### src/rtl/axis_pkt_sink.sv
// axis_pkt_sink: AXI-Stream packet sink for the stream FIFO master port.
//
// Drives TREADY from a rotating 8-slot backpressure mask and accepts beats.
// For every packet it reports the beat count, a 16-bit data sum and an error
// flag. The report appears as a one-cycle pkt_done pulse with its values held.
//
// Optional feature (macro AXIS_SINK_PATTERN_CHK_EN): an incrementing-data
// check. Each non-first beat must equal the previous expected value + 1.
// A mismatch raises pkt_err. With the macro undefined, pkt_err reports only
// length overflow.
//
// Ports:
//   clk, rst        clock, synchronous active-high reset
//   en              sink enable; 0 drops TREADY on the next cycle
//   bp_mask[7:0]    backpressure pattern; bit i = TREADY in slot i
//   s_axis_*        AXI-Stream slave side (tvalid/tdata/tlast in, tready out)
//   pkt_done        one-cycle pulse, packet result valid
//   pkt_len         beats in completed packet, saturating at MAX_LEN
//   pkt_sum         sum of accepted tdata, modulo 2^16
//   pkt_err         length (or pattern) error in completed packet
//   pkt_count       completed packets since reset, wrapping
module axis_pkt_sink #(
   parameter int  WIDTH   = 8,
   parameter int  MAX_LEN = 256,
   localparam int LW      = $clog2(MAX_LEN) + 1
) (
   input  logic             clk,
   input  logic             rst,
   input  logic             en,
   input  logic [7:0]       bp_mask,
   input  logic             s_axis_tvalid,
   input  logic [WIDTH-1:0] s_axis_tdata,
   input  logic             s_axis_tlast,
   output logic             s_axis_tready,
   output logic             pkt_done,
   output logic [LW-1:0]    pkt_len,
   output logic [15:0]      pkt_sum,
   output logic             pkt_err,
   output logic [15:0]      pkt_count
);

   typedef enum logic {IDLE, RECV} state_t;

   state_t        state;
   logic [2:0]    bp_ptr;
   logic [LW-1:0] len;
   logic [LW-1:0] len_nxt;
   logic [15:0]   sum;
   logic [15:0]   sum_nxt;
   logic [15:0]   data_ext;
   logic          len_err;
   logic          len_sat;
   logic          len_err_nxt;
   logic          pat_err_nxt;
   logic          accept;

   assign accept = s_axis_tvalid & s_axis_tready;

   always_comb begin
      data_ext                = '0;
      data_ext[WIDTH-1:0]     = s_axis_tdata;
   end

   // Values the accumulators take if the current beat is a non-first beat.
   assign len_sat     = (len == LW'(MAX_LEN));
   assign len_nxt     = len_sat ? len : len + LW'(1);
   assign len_err_nxt = len_err | len_sat;
   assign sum_nxt     = sum + data_ext;

`ifdef AXIS_SINK_PATTERN_CHK_EN
   logic [WIDTH-1:0] expected;
   logic             pat_err;

   assign pat_err_nxt = pat_err | (s_axis_tdata != expected);

   // The expected value advances from itself, not from received data, so one
   // bad beat does not cascade into a shifted reference.
   always_ff @(posedge clk) begin
      if (rst) begin
         expected <= '0;
         pat_err  <= 1'b0;
      end else if (accept) begin
         if (state == IDLE) begin
            expected <= s_axis_tdata + WIDTH'(1);
            pat_err  <= 1'b0;
         end else begin
            expected <= expected + WIDTH'(1);
            pat_err  <= s_axis_tlast ? 1'b0 : pat_err_nxt;
         end
      end
   end
`else
   assign pat_err_nxt = 1'b0;
`endif

   always_ff @(posedge clk) begin
      if (rst) begin
         state         <= IDLE;
         bp_ptr        <= 3'd0;
         s_axis_tready <= 1'b0;
         len           <= '0;
         sum           <= '0;
         len_err       <= 1'b0;
         pkt_done      <= 1'b0;
         pkt_len       <= '0;
         pkt_sum       <= '0;
         pkt_err       <= 1'b0;
         pkt_count     <= '0;
      end else begin
         pkt_done      <= 1'b0;
         // TREADY depends only on en and the mask slot, never on TVALID.
         s_axis_tready <= en & bp_mask[bp_ptr];
         if (en)
            bp_ptr <= bp_ptr + 3'd1;

         if (accept) begin
            case (state)
               IDLE: begin
                  len     <= LW'(1);
                  sum     <= data_ext;
                  len_err <= 1'b0;
                  if (s_axis_tlast) begin
                     // Single-beat packet completes without leaving IDLE.
                     pkt_len   <= LW'(1);
                     pkt_sum   <= data_ext;
                     pkt_err   <= 1'b0;
                     pkt_done  <= 1'b1;
                     pkt_count <= pkt_count + 16'd1;
                  end else begin
                     state <= RECV;
                  end
               end
               RECV: begin
                  len     <= len_nxt;
                  sum     <= sum_nxt;
                  len_err <= len_err_nxt;
                  if (s_axis_tlast) begin
                     pkt_len   <= len_nxt;
                     pkt_sum   <= sum_nxt;
                     pkt_err   <= len_err_nxt | pat_err_nxt;
                     pkt_done  <= 1'b1;
                     pkt_count <= pkt_count + 16'd1;
                     len_err   <= 1'b0;
                     state     <= IDLE;
                  end
               end
               default: state <= IDLE;
            endcase
         end
      end
   end

endmodule
### config.mk
export PLATFORM = sky130hd
export DESIGN_NAME = axis_pkt_sink
export DESIGN_NICKNAME = d
export VERILOG_FILES = /design/src/rtl/axis_pkt_sink.sv
export SDC_FILE = /design/constraint.sdc
export NUM_CORES = 1
export LEC_CHECK = 0
export CAP_MARGIN = 15
export CORE_MARGIN = 3
export CORE_UTILIZATION = 53
export CTS_CLUSTER_SIZE = 30
export DETAILED_ROUTE_END_ITERATION = 8
export PLACE_DENSITY = 0.87
export SLEW_MARGIN = 20
export SYNTH_ARGS = -nofsm -noshare
export SYNTH_HDL_FRONTEND = slang
export SYNTH_SLANG_ARGS = --single-unit
### constraint.sdc
create_clock -name clk -period 3.11 [get_ports clk]
set_input_delay 0.4665 -clock clk [delete_from_list [all_inputs] [get_ports clk]]
set_output_delay 0.4665 -clock clk [all_outputs]
set_load 0.01 [all_outputs]
[After elaboration in Yosys (flattened, before gate mapping)]
Index checks and enable logic that the tools add are counted.
Storage, ports and cells
  input bits: 21
  bits in registers: 74
  logic and storage cells: 46
Cells by class
  equality and inequality tests: 3
  reductions and logical operators: 3
  $lt $le $gt $ge: 1
  multiplexer cells: 19
  add/sub/neg operators: 4
  bitwise gates (word level): 5
Operators by type and width (number)
  case mux 16 bit (2 select lines): 2
  2-to-1 mux 16 bit: 3
  case mux 9 bit (2 select lines): 2
  2-to-1 mux 9 bit: 3
  adder 16 x 1 -> 16 bit, second input constant: 1
  adder 16 x 8 -> 16 bit: 1
  adder 9 x 1 -> 9 bit, second input constant: 1
  == test 9 bit, second input constant: 1
  2-to-1 mux 1 bit: 6
  < comparator 3 x 4 -> 1 bit, second input constant: 1
  inequality test 2 bit, second input constant: 2
  case mux 1 bit (2 select lines): 2
  adder 3 x 1 -> 3 bit, second input constant: 1
  binary-select mux 1 bit (select 3 bit): 1
  AND reduction 3 bit: 1
  bitwise AND 1 bit: 2
  NOT 1 bit: 2
  AND reduction 2 bit: 1
  OR reduction 2 bit: 1
  OR 1 bit: 1

[Logic depth before layout (Yosys ltp)]
  depth in word-level cells: 4
  depth in mapped cells: 7

[Least setup slack after synthesis]
Ideal clock, no wire load.
  path kind: in2reg
  start point: input s_axis_tdata[0]
  end point: register sum[14]
  data arrival time: 2.327 ns
  stages on the path: 7
  required time: 3.039 ns
  path slack: 0.712 ns
  cells stage by stage: ha_1 > fa_1 > a21o_2 > a221o_2 > a21oi_1 > mux2_2 > a21oi_1
On the way
  cells in the longest elaborated chain, start to end: 2
RTL lines
  start: declaration: RTL line 32  | input logic [WIDTH-1:0] s_axis_tdata,
  adder 16 x 8 -> 16 bit: RTL line 68  | assign sum_nxt = sum + data_ext;
  case mux 16 bit (2 select lines): RTL line 117  | case (state)
  end signal: assignment: RTL line 120  | sum <= data_ext;
  end signal: assignment: RTL line 135  | sum <= sum_nxt;
  end: declaration: RTL line 48  | logic [15:0] sum;
No other way between the ends.
A chain may end at the register's enable or synchronous reset.

[Worst setup path after layout]
Same ends and word-level chain as after synthesis.

==> results.cfg <==
[status]
outcome = finished clean

[synthesis]
cell_types_with_the_largest_area_share_after_synthesis = dfxtp_1, nor2_1, nand2_1
ys_dominant_reg_cell = dfxtp_1
yosysWarningCount = 0
multiplexer_share_of_the_synthesized_area = 0.0486
synth_compound_area_frac = 0.173
synth-xor-area-share = 0.0780
netlist.area_leader.share = 0.400
net_count_after_synthesis = 461
ys_types = 55
synthAdderAreaFrac = 0.0459
post_synth_inst_count = 427
synth-simple-area-share = 0.217
ys_seq_elements = 74
dominant_combinational_cell_family_by_area_after_synthesis = simple AND/OR/NAND/NOR gates
post_synth.cell_area_avg_sq_um = 8.67
number_of_enable_flip_flop_cells_after_synthesis = 0
ys_async_sr_fraction = 0
ys_seq_area_frac = 0.400
yosys.area.top_type = dfxtp_1
syn-cell-area_sq_um = 3700

[placed_design]
placed_cells_incl_taps = 568
placed_area_sq_um = 4410
io_port_bufs = 64
gp_congestion = 0.821
hpwlAfterDp_um = 6070
pre_cts_ws_ps = 122

[die]
die_h_um = 89.6
dieWidth_um = 89.6
floorplan.initialDensity = 0.564
fp-row-count = 29
die-area_sq_um = 8030
core_area_sq_um = 6570
ioPinCount = 65

[sta]
timing.hold.ws_ps = 389
rsz0062_at_grt = no
final.setup.worst_slack_ps = 456
hold_viol = 0
finalSetupViolCount = 0
post-route-period-util = 0.853
max-slew-margin-rel = 0.432
timing_worst_slew_pin_value_ps = 846
final_max_slew_viol_count = 0
finalSetupTns_ps = 0
finalClockSkew_ps = 5.22
max_freq_mhz = 377
final_period_minus_worst_setup_slack_ps = 2650

[job]
max_cap_violations = 0

[worst_setup_path]
path_class = in2reg
path_max_fanout = 3
r2r_cells = 7
cp.arrival_ps = 2920
cp-start-kind = input port
worst_setup_path_end_kind = flip-flop
critical_path_required_ps = 3380

[global_routing]
grt_start_max_net_pins = 58
grt_antenna_before_repair = 0
grt_overflow = 0
gr-usage-all-layers = 0.227
grt_pass1_wl_um = 14400
grt_pass1_vias = 3160

[detailed_routing]
detail_route.wl_per_cell_um = 14.5
detail_route.drc_violations = 0
routed_wl_um = 8480
detail_route.first_pass.iterations = 4
num_vias = 3296
postRouteAntennaNets = 0
route.detailed.vias_per_inst = 5.64
first_iter_violations = 181

[layout]
area_growth_pct = 25.7
final_cell_count_no_fill = 584
final_standard_cell_utilization_of_the_core = 0.709
commonest_cells_after_routing_fill_and_taps_aside = dfxtp_1, clkdlybuf4s50_1, nor2_1
fillCellCount = 497
antenna_cells_inserted = 0
post_route_cells_drive_above_1_share = 0.0978
layout_commonest_cell = dfxtp_1
final_design_area_no_fill_sq_um = 4650
layout.nets = 520

[clock_tree]
cts_repair_resize_count = 0
h-tree-depth = 3
cts_made_buffers = 9
post-cts-setup-buffer-count = 0
clock_tree_from_tritoncts = built
tritoncts_num_sinks = 74
worstSkewPairLatency_ps = 340
ctsRootBufferMaster = clkbuf_8
number_of_hold_buffers_added_after_cts = 0
clk_pin_slew_worst_paths_ps = 80
clockBufferDepth = 2

[min_path]
hold_path_class = in2reg
min_delay_path_depth = 2

[power_and_ir_drop]
total_leakage_power_nw = 1.60
vdd_ir_drop_max_mv = 0.259
finalPower_mw = 2.03
power.density_nw_per_um2 = 437
==> power breakdown <==
group	internal, mW	switching (mW)
clock network	0.533	0.354
registers	0.960	0.0124
logic	0.0831	0.0932
total	1.58	0.459
==> state kept, by name, summed over array words and instances (netlist names) <==
register,cells
pkt_sum,16
s_axis_tready,1
len,9
state,1
len_err,1
sum,16
pkt_err,1
pkt_count,16
pkt_done,1
bp_ptr,3
pkt_len,9
==> metal layers <==
| metal | up-vias | share of wire | track usage |
|---|---|---|---|
| li1 | 1644 | - | - |
| met1 | 1547 | 0.45 | 0.298 |
| met2 | 94 | 0.48 | 0.362 |
| met3 | 11 | 0.056 | 0.0538 |
| met4 | 0 | 0.014 | 0.0839 |
| met5 | - | 0 | 0 |
==> cells in the mapped netlist, drive strengths merged (2+ instances only) <==
master	instances
dfxtp	74
nor2	53
nand2	50
a21oi	26
clkbuf	21
nand3	19
xor2	18
xnor2	15
a211oi	14
ha	12
o21ai	12
or3	11
and3	9
mux2i	9
nand4	9
a2bb2oi	7
inv	6
or4	6
a31oi	5
buf	5
nor3	5
o211ai	5
a21o	4
mux2	4
a221oi	3
a32oi	3
nor4	3
mux4	2
==> layout make-up <==
| type | instances | area [sq um] | share of cell area |
|---|---|---|---|
| Clock buffer | 9 | 124 | 0.0266 |
| Clock inverter | 7 | 116 | 0.0250 |
| Inverter | 6 | 22.5 | 0.00484 |
| Multi-Input combinational cell | 321 | 2080 | 0.448 |
| Sequential cell | 74 | 1480 | 0.318 |
| Tap cell | 93 | 116 | 0.0250 |
| Timing Repair Buffer | 74 | 711 | 0.153 |
==> cells by family (layout without fill, tap and decap cells) <==
kind of cell,count (synthesis),in the layout
buffers and inverters,32,96
adder cells (fa/ha/maj),13,13
AND/OR/NAND/NOR,170,170
XOR/XNOR,33,33
multiplexers,15,15
flip-flops,74,74
AO/OA/AOI/OAI,90,90
==> critical path, stage by stage <==
cell	delay [ps]
clkdlybuf4s50_1	430
ha_1	260
fa_1	420
a21o_2	250
a221o_2	370
a21oi_1	240
mux2_2	370
a21oi_1	130
==> worst paths after layout <==
| kind | startpoint | end | slack, ps |
|---|---|---|---|
| worst max register to register | sum[0] | sum[14] | 730 |
| worst min-delay path | rst | sum[13] | 390 |
| worst min register to register | pkt_len[2] | pkt_len[2] | 460 |
| worst max-delay path | s_axis_tdata[0] | sum[14] | 460 |
Power figures use the tool's default switching activity.
